===== config.mk =====
export PLATFORM = sky130hd
export DESIGN_NAME = memtest_mem_access
export DESIGN_NICKNAME = d
export VERILOG_FILES = /design/src/rtl/memtest_mem_access.sv
export SDC_FILE = /design/constraint.sdc
export NUM_CORES = 1
export LEC_CHECK = 0
export BUFFER_PORTS_ARGS = -buffer_cell sky130_fd_sc_hd__buf_4
export CAP_MARGIN = 20
export CORE_UTILIZATION = 40
export CTS_CLUSTER_DIAMETER = 80
export DETAILED_ROUTE_END_ITERATION = 6
export PLACE_DENSITY = 0.68
export SLEW_MARGIN = 20
export SYNTH_ARGS = -nofsm -noshare
export SYNTH_HDL_FRONTEND = slang
export SYNTH_SLANG_ARGS = --single-unit

===== constraint.sdc =====
create_clock -name i_clk -period 2.9 [get_ports i_clk]
set_input_delay 0.58 -clock i_clk [delete_from_list [all_inputs] [get_ports i_clk]]
set_output_delay 0.58 -clock i_clk [all_outputs]
set_load 0.01 [all_outputs]

===== src/rtl/memtest_mem_access.sv =====
// Memory access engine for the memory test controllers.
// Converts single write/read requests into a req/ack handshake on a
// generic memory port, returns completion pulses and read data, and
// abandons an access when the memory fails to acknowledge in time.
module memtest_mem_access #(
   parameter int DATUM_WIDTH    = 8,
   parameter int ADDR_WIDTH     = 16,
   parameter int TIMEOUT_CYCLES = 256
) (
   input  logic                   i_clk,
   input  logic                   i_rst_async,
   input  logic                   i_wr_req,
   input  logic                   i_rd_req,
   input  logic [ADDR_WIDTH-1:0]  i_addr,
   input  logic [DATUM_WIDTH-1:0] i_wdata,
   output logic                   o_memory_write_ready,
   output logic                   o_memory_read_valid,
   output logic [DATUM_WIDTH-1:0] o_rdata,
   output logic                   o_busy,
   output logic                   o_timeout,
   output logic                   o_mem_req,
   output logic                   o_mem_we,
   output logic [ADDR_WIDTH-1:0]  o_mem_addr,
   output logic [DATUM_WIDTH-1:0] o_mem_wdata,
   input  logic                   i_mem_ack,
   input  logic [DATUM_WIDTH-1:0] i_mem_rdata
);

   typedef enum logic [2:0] {
      S_IDLE    = 3'd0,
      S_WR_REQ  = 3'd1,
      S_RD_REQ  = 3'd2,
      S_WR_DONE = 3'd3,
      S_RD_DONE = 3'd4,
      S_TIMEOUT = 3'd5
   } state_t;

   // A zero limit disables the timeout; keep the counter one bit wide then
   // so the declarations stay legal.
   localparam bit TO_EN = (TIMEOUT_CYCLES > 0);
   localparam int CNT_W = TO_EN ? $clog2(TIMEOUT_CYCLES + 1) : 1;
   localparam logic [CNT_W-1:0] CNT_LAST = TO_EN ? CNT_W'(TIMEOUT_CYCLES - 1) : '0;

   state_t                 state_q, state_d;
   logic [CNT_W-1:0]       cnt_q, cnt_d;
   logic [ADDR_WIDTH-1:0]  mem_addr_q, mem_addr_d;
   logic [DATUM_WIDTH-1:0] mem_wdata_q, mem_wdata_d;
   logic [DATUM_WIDTH-1:0] rdata_q, rdata_d;
   logic                   mem_req_q, mem_req_d;
   logic                   mem_we_q, mem_we_d;
   logic                   wr_ready_q, wr_ready_d;
   logic                   rd_valid_q, rd_valid_d;
   logic                   busy_q, busy_d;
   logic                   timeout_q, timeout_d;

   // Next-state, capture and timeout-counter logic; every output is a
   // registered decode of the next state so the memory port sees clean
   // levels one cycle after each decision.
   always_comb begin
      state_d     = state_q;
      cnt_d       = cnt_q;
      mem_addr_d  = mem_addr_q;
      mem_wdata_d = mem_wdata_q;
      rdata_d     = rdata_q;

      case (state_q)
         S_IDLE: begin
            // Write has priority; a simultaneous read is dropped.
            if (i_wr_req) begin
               state_d     = S_WR_REQ;
               mem_addr_d  = i_addr;
               mem_wdata_d = i_wdata;
               cnt_d       = '0;
            end else if (i_rd_req) begin
               state_d     = S_RD_REQ;
               mem_addr_d  = i_addr;
               mem_wdata_d = i_wdata;
               cnt_d       = '0;
            end
         end
         S_WR_REQ, S_RD_REQ: begin
            // An ack arriving on the last allowed cycle still completes.
            if (i_mem_ack) begin
               if (state_q == S_WR_REQ) begin
                  state_d = S_WR_DONE;
               end else begin
                  state_d = S_RD_DONE;
                  rdata_d = i_mem_rdata;
               end
            end else if (TO_EN && (cnt_q == CNT_LAST)) begin
               state_d = S_TIMEOUT;
            end else if (TO_EN) begin
               cnt_d = cnt_q + 1'b1;
            end
         end
         S_WR_DONE, S_RD_DONE, S_TIMEOUT: begin
            state_d = S_IDLE;
         end
         default: begin
            state_d = S_IDLE;
         end
      endcase

      mem_req_d  = (state_d == S_WR_REQ) || (state_d == S_RD_REQ);
      mem_we_d   = (state_d == S_WR_REQ);
      wr_ready_d = (state_d == S_WR_DONE);
      rd_valid_d = (state_d == S_RD_DONE);
      timeout_d  = (state_d == S_TIMEOUT);
      busy_d     = (state_d != S_IDLE);
   end

   // State and registered outputs; reset clears everything immediately,
   // which also withdraws any outstanding memory request.
   always_ff @(posedge i_clk or posedge i_rst_async) begin
      if (i_rst_async) begin
         state_q     <= S_IDLE;
         cnt_q       <= '0;
         mem_addr_q  <= '0;
         mem_wdata_q <= '0;
         rdata_q     <= '0;
         mem_req_q   <= 1'b0;
         mem_we_q    <= 1'b0;
         wr_ready_q  <= 1'b0;
         rd_valid_q  <= 1'b0;
         busy_q      <= 1'b0;
         timeout_q   <= 1'b0;
      end else begin
         state_q     <= state_d;
         cnt_q       <= cnt_d;
         mem_addr_q  <= mem_addr_d;
         mem_wdata_q <= mem_wdata_d;
         rdata_q     <= rdata_d;
         mem_req_q   <= mem_req_d;
         mem_we_q    <= mem_we_d;
         wr_ready_q  <= wr_ready_d;
         rd_valid_q  <= rd_valid_d;
         busy_q      <= busy_d;
         timeout_q   <= timeout_d;
      end
   end

   assign o_memory_write_ready = wr_ready_q;
   assign o_memory_read_valid  = rd_valid_q;
   assign o_rdata              = rdata_q;
   assign o_busy               = busy_q;
   assign o_timeout            = timeout_q;
   assign o_mem_req            = mem_req_q;
   assign o_mem_we             = mem_we_q;
   assign o_mem_addr           = mem_addr_q;
   assign o_mem_wdata          = mem_wdata_q;

endmodule


* Word-level counts from Yosys, hierarchy flattened
Cells that the tools add are included.
** Storage, ports and cells
- Word-level logic and storage cells :: 48
- Output and inout port bits :: 38
- Bits in registers :: 50
** Cells by class
- Eq/ne operators :: 11
- Multiplexer cells :: 15
- Reduce and logical (&&, ||, !) cells :: 9
- Add/subtract/negate cells :: 1
- Bitwise operators :: 1
** Operators by type and width (count)
- two-way mux 9 bit :: 4
- two-way mux 16 bit :: 2
- one-hot mux 9 bit (2 select lines) :: 1
- two-way mux 8 bit :: 2
- two-way mux 3 bit :: 5
- adder 9 x 1 -> 9 bit (second input constant) :: 1
- equality test 3 x 2 -> 1 bit (second input constant) :: 3
- equality test 9 x 8 -> 1 bit (second input constant) :: 1
- equality test 3 x 1 -> 1 bit (second input constant) :: 2
- equality test 3 bit (second input constant) :: 2
- one-hot mux 3 bit (2 select lines) :: 1
- inequality test 2 bit (second input constant) :: 2
- AND reduction 4 bit :: 1
- nonzero test 2 bit :: 2
- logical NOT 3 bit :: 1
- inequality test 3 bit (second input constant) :: 1
- AND reduction 3 bit :: 1
- nonzero test 3 bit :: 1
- AND reduction 2 bit :: 1
- OR reduction 2 bit :: 1
- logical OR 1 bit :: 1
- NOT 1 bit :: 1

* Longest topological paths before layout
- Depth after elaboration :: 6
- Depth in mapped cells :: 11

* Worst setup path after synthesis
No wires, ideal clock.
- Path kind :: reg-to-reg
- Start :: register cnt_q[0]
- End :: register cnt_q[7]
- Clock period less this slack :: 2254 ps
- Library setup time :: 124 ps
- Arrival :: 2130 ps
- Path buffers :: 1
- Slack :: 646 ps
- Stages on the path, launching flop included :: 11
- Cells stage by stage :: dfrtp_1 -> ha_1 -> and3_1 -> and3_1 -> and3_1 -> ha_1 -> nor3_1 -> and2_1 -> buf_4 -> nor2_4 -> a211o_1
** On the way
- Longest elaborated chain between the ends :: 4
- Elaborated cells between the ends (all ways) :: 7
- Classes of those cells :: add/sub (1); eq/ne (2); mux (3); reduce/logical (1)
** RTL lines
- start, declared :: line 45 : logic [CNT_W-1:0] cnt_q, cnt_d;
- start signal, assigned :: line 129 : cnt_q <= cnt_d;
- adder 9 x 1 -> 9 bit :: line 93 : cnt_d = cnt_q + 1'b1;
- two-way mux 9 bit :: line 90 : end else if (TO_EN && (cnt_q == CNT_LAST)) begin
- two-way mux 9 bit :: line 83 : if (i_mem_ack) begin
- one-hot mux 9 bit (2 select lines) :: line 66 : case (state_q)
Parallel ways exist; a longest one is shown, timed or not. The select of a mux whose other input is x is not followed.
A chain may end at the register's enable or synchronous reset.

* Final worst setup path
Ends and elaborated chain as after synthesis.

==> flow_metrics.py <==
metrics = {
    "status": {
        "status": "complete, no violations",
    },
    "die": {
        "start_util_pct": 41.8,
        "core_um2": 5110,
        "num_rows": 26,
        "die-area_um2": 5630,
        "die_y_um": 75.1,
        "die_w_um": 75.1,
        "io_pins": 75,
    },
    "run": {
        "maxCapViolations": 0,
    },
    "setup_path": {
        "r2r_start": "cnt_q[0]$_DFFE_PP0P_",
        "cp.buffers_inverters": 0,
        "worstSetupEndpointType": "flop",
        "crit_family": "simple AND/OR/NAND/NOR gates",
        "critPathRequiredTime_ns": 3.09,
        "crit_type": "flop to flop",
        "path_common_cell": "and3_1",
        "reg2regPathDepth": 9,
        "ff2ff_setup_slack_ns": 0.38,
        "crit_chain": "ha_1, and3_1, and3_1, and3_1, ha_1, nor3_1, and2_1, nor2_4, a211o_1",
        "slowest_stage": "dfrtp_1",
        "crit_start": "cnt_q[0]$_DFFE_PP0P_",
        "r2r-end": "cnt_q[7]$_DFFE_PP0P_",
        "crit_arrival_ns": 2.72,
        "cp_slowest_stage_delay_ns": 0.43,
        "startpoint_type": "flop",
        "crit_fanout": 8,
    },
    "synthesis": {
        "synth_fp_nets": 194,
        "synth.distinct_cells": 39,
        "yosysSeqAreaShare_pct": 58.6,
        "yosys_warnings": 0,
        "synth_seq_cells": 50,
        "synthesis.area_um2": 2130,
        "synth_top_cell_area_share_pct": 58.6,
        "yosysTopAreaCell": "dfrtp_1",
        "synth_enable_flop_cells": 0,
        "syn_inst": 155,
        "syn_avg_cell_area_um2": 13.8,
        "synth_ff_type": "dfrtp_1",
        "synth-async-reset-ratio_pct": 100,
        "synth_area_leaders": "dfrtp_1 (59%), mux2_2 (17%), buf_4 (2.5%)",
    },
    "timing": {
        "fmax_mhz": 396,
        "rsz0062_at_grt": "no",
        "finalCritPeriodShare_pct": 87.0,
        "fin_tns_setup_ns": 0,
        "slew_violations": 0,
        "clock_skew_ns": 0.00588,
        "setup_violations": 0,
        "slew_headroom_pct": 67.2,
        "hold_viol": 0,
        "hold_ws_ns": 0.298,
        "max_slew.worst_pin.slew_ns": 0.491,
        "period_minus_slack_ns": 2.52,
        "fin_ws_ns": 0.376,
    },
    "place": {
        "hpwl_mm": 2.99,
        "gp_congestion": 0.814,
        "pre_cts_ws_ns": 0.402,
        "port_buffers": 74,
        "place_area_um2": 2730,
    },
    "drt": {
        "wl_mm": 4.19,
        "drtIter0Drc": 104,
        "dr.pass1.iters": 4,
        "via_per_inst": 4.86,
        "vias": 1457,
        "route.detailed.drc": 0,
        "drtAntennaViolNets": 0,
        "wl_per_cell_um": 14.0,
        "wl_met3_um": 147,
        "met2WireLength_mm": 2.18,
        "top_layer": "met4",
        "wl_met1_mm": 1.79,
    },
    "finish": {
        "final_common_cell": "buf_4",
        "syn_to_final_growth_pct": 31.4,
        "final_layout_size_suffix_gt1_share_pct": 51.7,
        "antenna_cells": 0,
        "num-nets-final": 269,
        "stdcell_area_um2": 2810,
        "layout_common_cells": "buf_4 (76), dfrtp_1 (50), mux2_2 (32)",
    },
    "power_and_ir_drop": {
        "leakage_uw": 0.00134,
        "p_per_area_nw_per_um2": 1040,
        "p_total_uw": 2920,
        "ir_drop_uv": 432,
    },
    "global_routing": {
        "antenna_found_initial": 0,
        "grt_pass1_wl_mm": 6.57,
        "first_global_vias": 1358,
        "grt_use_total_pct": 15.9,
        "grt_max_degree": 31,
        "gr-total-overflow": 0,
    },
    "clock_network": {
        "cts_setup_buffers": 0,
        "post_cts_resized": 0,
        "cts_tree": "done",
        "clk_latency_ns": 0.30,
        "clk_pin_slew_ns": 0.08,
        "root_buffer": "clkbuf_8",
        "cts_max_path_buffers": 2,
        "cts_hold_buf": 0,
        "cts_sinks": 50,
        "htreeDepth": 2,
        "cts_made_buffers": 5,
    },
    "worst_hold_path": {
        "hp-class": "input pin to asynchronous set/reset pin",
    },
}
==> stage by stage <==
stage | utilization (%) | instances
3_3_place_gp | 53.4 | 293
5_1_grt | 54.9 | 300
6_report | 54.9 | 300
2_1_floorplan | - | 155
4_1_cts | 54.9 | 300
3_5_place_dp | 53.4 | 293
==> flip-flops by register name (all words and copies together) (netlist names) <==
name,flops
o_rdata,8
o_memory_write_ready,1
o_busy,1
o_mem_req,1
o_mem_wdata,8
state_q,3
o_mem_we,1
o_memory_read_valid,1
o_timeout,1
o_mem_addr,16
cnt_q,9
==> cell families after synthesis <==
group | share of synthesized area, %
muxes | 18.3
DFF | 58.6
adders and majority gates | 1.17
xor gates and xnor gates | 1.17
AOI/OAI and AO/OA | 5.63
buffers and inverters | 3.87
and+or+nand+nor | 11.3
==> worst max path at each step <==
stage	to	slack (ns)	cells past startpoint
after floorplan	cnt_q[7]$_DFFE_PP0P_	0.65	10
after global placement	cnt_q[4]$_DFFE_PP0P_	0.47	9
after detailed placement	cnt_q[4]$_DFFE_PP0P_	0.40	9
after CTS	cnt_q[7]$_DFFE_PP0P_	0.39	9
after global routing	cnt_q[4]$_DFFE_PP0P_	0.17	9
final	cnt_q[7]$_DFFE_PP0P_	0.38	9
==> report_power, final <==
part	leakage (uW)	total (uW)	internal [uW]	switching, uW
registers	0.000614	1200	1000	200
clock network	0.0000383	380	166	213
logic	0.000686	1340	759	576
==> synthesized netlist by cell type (2+ instances only) <==
| cell | n |
|---|---|
| a22o_1 | 2 |
| a2bb2oi_1 | 3 |
| and2_1 | 3 |
| and3_1 | 5 |
| buf_4 | 7 |
| dfrtp_1 | 50 |
| ha_1 | 2 |
| inv_1 | 5 |
| mux2_2 | 32 |
| mux2i_1 | 3 |
| nand2_1 | 2 |
| nand3_1 | 2 |
| nor2_1 | 4 |
| nor2b_1 | 4 |
| nor3_1 | 4 |
| o22ai_1 | 3 |
| or3_1 | 2 |
==> layout make-up <==
| class | instances | area, um^2 |
|---|---|---|
| Tap cell | 70 | 87.6 |
| Clock buffer | 7 | 76.3 |
| Timing Repair Buffer | 76 | 571 |
| Inverter | 5 | 18.8 |
| Sequential cell | 50 | 1250 |
| Multi-Input combinational cell | 92 | 801 |
| Fill cell | 465 | 2300 |
==> metal layers <==
layer / vias up / GRT usage (%)
li1: 699 / -
met2: 28 / 25.7
met5: - / 0
met1: 722 / 19.8
met4: 0 / 7.76
met3: 8 / 4.15
(Power assumes the default switching activity.)
